`config.mk`:
```
export PLATFORM = sky130hd
export DESIGN_NAME = ex_mem_pipe_stage
export DESIGN_NICKNAME = d
export VERILOG_FILES = /design/src/rtl/pipe_pkg.sv /design/src/rtl/pipe_slot.sv /design/src/rtl/ex_mem_pipe_stage.sv
export SDC_FILE = /design/constraint.sdc
export NUM_CORES = 1
export LEC_CHECK = 0
export CAP_MARGIN = 10
export CORE_MARGIN = 2
export CORE_UTILIZATION = 30
export CTS_BUF_LIST = sky130_fd_sc_hd__clkbuf_4
export DETAILED_ROUTE_END_ITERATION = 7
export PLACE_DENSITY = 0.58
export SLEW_MARGIN = 20
export SYNTH_ARGS = -nofsm -noshare
export SYNTH_HDL_FRONTEND = slang
export SYNTH_SLANG_ARGS = --single-unit
```
`constraint.sdc`:
```
create_clock -name clk -period 2.25 [get_ports clk]
set_input_delay 0.225 -clock clk [delete_from_list [all_inputs] [get_ports clk]]
set_output_delay 0.225 -clock clk [all_outputs]
set_load 0.005 [all_outputs]
```
`src/rtl/pipe_pkg.sv`:
```
// Shared types and constants for the EX->MEM pipeline stage.
// The payload struct describes the default core; the stage itself packs flat vectors so it stays parametric.
package pipe_pkg;

  localparam int DEF_DATA_W  = 16;
  localparam int DEF_RADDR_W = 4;
  localparam int DEF_CTRL_W  = 6;

  // Bit positions inside the control bundle of the default core.
  localparam int CTRL_MEMRD = 0;
  localparam int CTRL_MEMWR = 1;
  localparam int CTRL_M2R   = 2;
  localparam int CTRL_REGWR = 3;
  localparam int CTRL_LLB   = 4;
  localparam int CTRL_LHB   = 5;

  typedef struct packed {
    logic [DEF_CTRL_W-1:0]  ctrl;
    logic [DEF_DATA_W-1:0]  alu;
    logic [DEF_DATA_W-1:0]  wdata;
    logic [DEF_RADDR_W-1:0] waddr;
    logic                   hlt;
  } exmem_payload_t;

  localparam int PAY_W = $bits(exmem_payload_t);

  function automatic int pay_width(input int ctrl_w, input int data_w, input int raddr_w);
    return ctrl_w + 2 * data_w + raddr_w + 1;
  endfunction

endpackage

```
`src/rtl/pipe_slot.sv`:
```
// One pipeline entry: a valid bit plus payload, with load and clear (clear wins).
// valid_nxt exposes the value the valid flop takes at the next edge.
module pipe_slot #(
  parameter int W = 8
) (
  input  logic         clk,
  input  logic         rst_n,
  input  logic         load,
  input  logic         clear,
  input  logic [W-1:0] d,
  output logic         valid,
  output logic         valid_nxt,
  output logic [W-1:0] data
);

  logic         valid_q, valid_d;
  logic [W-1:0] data_q, data_d;

  always_comb begin
    valid_d = valid_q;
    data_d  = data_q;
    if (clear) begin
      valid_d = 1'b0;
    end else if (load) begin
      valid_d = 1'b1;
      data_d  = d;
    end
  end

  always_ff @(posedge clk or negedge rst_n) begin
    if (!rst_n) begin
      valid_q <= 1'b0;
      data_q  <= '0;
    end else begin
      valid_q <= valid_d;
      data_q  <= data_d;
    end
  end

  assign valid     = valid_q;
  assign valid_nxt = valid_d;
  assign data      = data_q;

endmodule

```
`src/rtl/ex_mem_pipe_stage.sv`:
```
// EX->MEM stage with a main/skid entry pair so in_ready is a flop, never a path from out_ready.
// Handshake: a beat moves on a cycle where valid and ready are both high; valid never waits on ready.
module ex_mem_pipe_stage
  import pipe_pkg::*;
#(
  parameter int DATA_W  = DEF_DATA_W,
  parameter int RADDR_W = DEF_RADDR_W,
  parameter int CTRL_W  = DEF_CTRL_W
) (
  input  logic               clk,
  input  logic               rst_n,
  input  logic               in_valid,
  output logic               in_ready,
  input  logic [CTRL_W-1:0]  in_ctrl,
  input  logic [DATA_W-1:0]  in_alu,
  input  logic [DATA_W-1:0]  in_wdata,
  input  logic [RADDR_W-1:0] in_waddr,
  input  logic               in_hlt,
  input  logic               flush,
  output logic               out_valid,
  input  logic               out_ready,
  output logic [CTRL_W-1:0]  out_ctrl,
  output logic [DATA_W-1:0]  out_alu,
  output logic [DATA_W-1:0]  out_wdata,
  output logic [RADDR_W-1:0] out_waddr,
  output logic               out_hlt,
  output logic               hlt_seen,
  output logic [1:0]         occupancy
);

  localparam int SLOT_W = pay_width(CTRL_W, DATA_W, RADDR_W);

  logic [SLOT_W-1:0] in_pay, main_d, main_data, skid_data, head;
  logic main_v, main_v_nxt, main_load, main_clear;
  logic skid_v, skid_v_nxt, skid_load, skid_clear;
  logic accept, emit;
  logic in_ready_q, in_ready_d;
  logic hlt_acc_q, hlt_acc_d;
  logic hlt_seen_q, hlt_seen_d;
  logic [1:0] occ_q, occ_d;

  assign in_pay = {in_ctrl, in_alu, in_wdata, in_waddr, in_hlt};

  always_comb begin
    accept = in_valid & in_ready_q & ~flush;
    emit   = main_v & out_ready;
    // skid always drains into main first; a skid entry implies in_ready was low, so no accept competes.
    main_load  = (emit & skid_v) | (accept & (~main_v | emit));
    main_d     = skid_v ? skid_data : in_pay;
    main_clear = flush | (emit & ~skid_v & ~accept);
    skid_load  = accept & main_v & ~emit;
    skid_clear = flush | (emit & skid_v);
  end

  pipe_slot #(.W(SLOT_W)) u_main (
    .clk       (clk),
    .rst_n     (rst_n),
    .load      (main_load),
    .clear     (main_clear),
    .d         (main_d),
    .valid     (main_v),
    .valid_nxt (main_v_nxt),
    .data      (main_data)
  );

  pipe_slot #(.W(SLOT_W)) u_skid (
    .clk       (clk),
    .rst_n     (rst_n),
    .load      (skid_load),
    .clear     (skid_clear),
    .d         (in_pay),
    .valid     (skid_v),
    .valid_nxt (skid_v_nxt),
    .data      (skid_data)
  );

  always_comb begin
    hlt_acc_d  = hlt_acc_q | (accept & in_hlt);
    // An emit in a flush cycle is still delivered, so the halt is recorded regardless of flush.
    hlt_seen_d = hlt_seen_q | (emit & main_data[0]);
    in_ready_d = ~skid_v_nxt & ~hlt_acc_d;
    occ_d      = {1'b0, main_v_nxt} + {1'b0, skid_v_nxt};
  end

  always_ff @(posedge clk or negedge rst_n) begin
    if (!rst_n) begin
      in_ready_q <= 1'b1;
      hlt_acc_q  <= 1'b0;
      hlt_seen_q <= 1'b0;
      occ_q      <= 2'd0;
    end else begin
      in_ready_q <= in_ready_d;
      hlt_acc_q  <= hlt_acc_d;
      hlt_seen_q <= hlt_seen_d;
      occ_q      <= occ_d;
    end
  end

  // Payload is forced to zero when idle so MEM never sees a stale MemWrite.
  assign head = main_v ? main_data : '0;
  assign {out_ctrl, out_alu, out_wdata, out_waddr, out_hlt} = head;

  assign out_valid = main_v;
  assign in_ready  = in_ready_q;
  assign hlt_seen  = hlt_seen_q;
  assign occupancy = occ_q;

endmodule

```
==> impl_summary.md <==
Flow run
Max-cap violations in this run came to 0.

STA
The count of pins over their slew limit is 0. After layout, the minimum clock period comes to 2050 ps. Summed over all failing endpoints, the final setup total negative slack is 0 ps. The portion of the clock cycle consumed by the worst path in the final layout is 91.0%.

Derived from the worst setup path, the maximum achievable clock frequency is 488 MHz. Headroom to the max-slew limit came out at 52.4%. The count of endpoints failing hold in the final timing report is 0.

The setup clock skew after layout is 12.2 ps. Setup repair after global routing left no endpoint under its margin. The measured slew at the worst slew-check pin is 714 ps. Setup violations remaining at the end of the flow were counted as 0.

Floorplanning
The floorplan step defined a core boundary enclosing 14400 sq um. The overall die area is 15500 sq um. In this run the count of I/O pins placed on the die edge is 96. The die height is 124 microns. In this run the core area contains 44 standard-cell rows. The die is 124 microns wide.

Once the floorplan was initialized, standard cells occupied 30.3% of the core.

Clock network
The number of buffers on the longest clock path is 2. The clock tree synthesis step divided the H-tree into 3 levels. The cell sitting at the root of the clock tree is a sky130_fd_sc_hd__clkbuf_4. TritonCTS created 9 clock buffers. The insertion delay to the later sink of the worst-skew pair is 450 ps.

The count of clock tree sinks is 93. TritonCTS built the clock tree. The clock-pin slew of the registers on the worst-case setup and hold paths is 130 ps.

Worst setup path
The worst setup path is captured at a primary output. The required time of the critical path is 2030 ps. The data arrival at the endpoint of the critical path is 1820 ps. The kind of start point of the critical path is a flop. In this run the register-to-register setup slack is 400 ps. The critical setup path kind is reg -> out. The highest-delay cell along the critical path is sky130_fd_sc_hd__dfrtp_2. The top fanout value on the critical path is 11. The largest stage delay on the critical path is 470 ps. The signal on the critical path passes through buf_12 > buf_4 > and2_1 > clkdlybuf4s50_1.

Pwr
In this run the power density over the cells is 797 nW/um^2. The total leakage power is 0.00240 uW. The worst-case IR drop observed on VDD is 387 uV.

Synthesis
The synthesized area is 4360 sq um. The xor/xnor cell area share of the yosys netlist is 0%. The synthesized area divided by synthesized cell count is 14.7 sq um. The synthesized netlist devotes 7.10% of its cell area to simple gates. Measured against the total synthesized area, the mux share comes to 34.2%. The arithmetic-cell share of the synthesized area counting full adders, half adders and majority gates is 0.287%. The synthesized netlist contains 22 unique library cells. The net count of the mapped netlist is 346.

The count of synthesis-stage warnings from yosys is 0. The number of cells produced by synthesis is 297. The largest area contributor in the netlist is sky130_fd_sc_hd__dfrtp_1.

The synthesized design devotes to its leading area cell type 52.9% of total area. The synthesized netlist devotes 1.58% of its cell area to compound gates. By area, the combinational part of the netlist is dominated by multiplexers. The number of synthesized register bits is 93.

By area the synthesized netlist is led by sky130_fd_sc_hd__dfrtp_1, sky130_fd_sc_hd__mux2_2, sky130_fd_sc_hd__and2_1, sky130_fd_sc_hd__mux2_4, sky130_fd_sc_hd__buf_6. The sequential-to-total area share from yosys stat is 53.5%.

Finish
The library cell used most frequently in the layout, excluding fill and tap cells, is sky130_fd_sc_hd__mux2_2. In the final layout, the share of cells above drive strength 1 is 40.3%. From synthesis to final layout, the design area changed by 30.1%. The final core utilization is 39.4%. Leaving out fill and tap cells, the most frequent cells in the layout are sky130_fd_sc_hd__mux2_2, sky130_fd_sc_hd__clkdlybuf4s50_1, sky130_fd_sc_hd__dfrtp_1. Fill cells in the final layout number 1354. The number of nets in the layout is 448. The antenna diode count is 0.

The post-layout instance area is 5670 sq um.

Place
The final estimated routing congestion in global placement is 0.669. The count of buffers from port buffering is 95. The placed instances occupy a cell area of 5510 sq um.

The HPWL after detailed placement is 6.00 mm.

GRT
The number of global-route vias before repair is 2940. The first global-routing pass estimated 15.3 mm of wire. The number of antenna violations at the first check in global routing is 0.

The aggregate global routing overflow is 0. The total track usage is 12.6%. The maximum number of pins on one net before global-route repair is 54.

Drt
Dividing the detail-routed via count by the number of cells gives 4.52. The length of the first detailed-routing pass in iterations is 2. The first-iteration detailed-routing DRC count is 71. The detail route stage leaves a number of antenna-violating nets equal to 0. Across all layers, the routed design uses 2657 vias.

The routed wire length is 9.23 mm. After detailed routing, the number of remaining DRC violations is 0. In the final routed layout, each cell accounts on average for 15.7 microns.

Worst hold path
The type of the tightest min-delay check is in -> async.

Outcome
The flow ran to the end, and the final reports show no timing, DRC or antenna violations.
[state kept, by name, indices dropped and copies added (netlist names)]
name          count
in_ready          1
u_skid.valid      1
hlt_seen          1
hlt_acc_q         1
u_skid.data      43
occupancy         2
u_main.data      43
u_main.valid      1
[Yosys cell counts (all sizes together)]
cell	count
a21o	1
mux2	129
a41o	1
nor4b	1
buf	10
nand2	2
a21oi	1
dfrtp	92
nor2	1
dfstp	1
o21ai	1
ha	1
and2	43
a31oi	1
a221oi	1
a211oi	1
inv	2
clkbuf	8
[layer usage]
metal	part of all wire [%]	wire [microns]	vias up	GRT usage (%)
met5	0	0	-	0
met2	48	4470	66	21.1
li1	-	-	1250	-
met3	5.3	485	9	5.03
met1	45	4170	1332	15.0
met4	1.2	114	0	3.37
[cell type report]
class                      instances  area (sq um)  area share (%)
tap                              184           230            4.06
multi-input combinational        184          1880            33.2
inverter                           2          7.51           0.132
clock buffer                      13          97.6            1.72
timing repair buffer             109          1110            19.5
sequential                        93          2330            41.1
clock inverter                     3          13.8           0.243
[repair_timing]
action | 4_1_cts | 5_1_grt
setup buffers | 3 | 0
endpoints found under the hold margin | 51 | 0
resized for setup | 1 | 0
setup endpoints to repair | 38 | 0
hold buffers | 1 | 0
[path summary, 6_finish.rpt]
| check | start | end | depth (start not counted) |
|---|---|---|---|
| max | u_main.valid$_DFF_PN0_ | out_alu[11] | 4 |
| min | rst_n | u_skid.data[10]$_DFFE_PN0P_ | 2 |
| max reg2reg | in_ready$_DFF_PN1_ | u_skid.data[33]$_DFFE_PN0P_ | 4 |
| min reg2reg | hlt_seen$_DFF_PN0_ | hlt_seen$_DFF_PN0_ | 1 |
| max in group asynchronous | rst_n | u_main.valid$_DFF_PN0_ | 3 |
| min in group clk | in_alu[2] | u_skid.data[23]$_DFFE_PN0P_ | 2 |
[critical path, delay by kind of cell (launching register included)]
| family | cells | cell delay (ps) |
|---|---|---|
| AND/OR/NAND/NOR | 1 | 160 |
| flip-flops | 1 | 470 |
| buffers and inverters | 3 | 740 |
[cell families after synthesis]
logic type | Yosys count
DFF | 93
buffers and inverters | 20
adders and majority gates | 1
muxes | 129
and+or+nand+nor | 47
AOI/OAI and AO/OA | 7
[through the flow]
| step | worst slack (ps) | hold slack [ps] | cells | power, uW |
|---|---|---|---|---|
| floorplan | 520 | -70.6 | 297 | 3230 |
| global placement | 211 | 316 | 568 | 3710 |
| detailed placement | 182 | 331 | 568 | 3750 |
| CTS | 130 | 353 | 588 | 4600 |
| global route | 64.1 | 345 | 588 | 4830 |
| finish | 203 | 372 | 588 | 4510 |
[where the power goes]
group	leakage [uW]	total [uW]	switching, uW	internal (uW)
Clock	0.0000692	808	536	272
Combinational	0.00117	1190	362	829
Sequential	0.00117	2520	261	2250
Power figures use the tool's default switching activity.
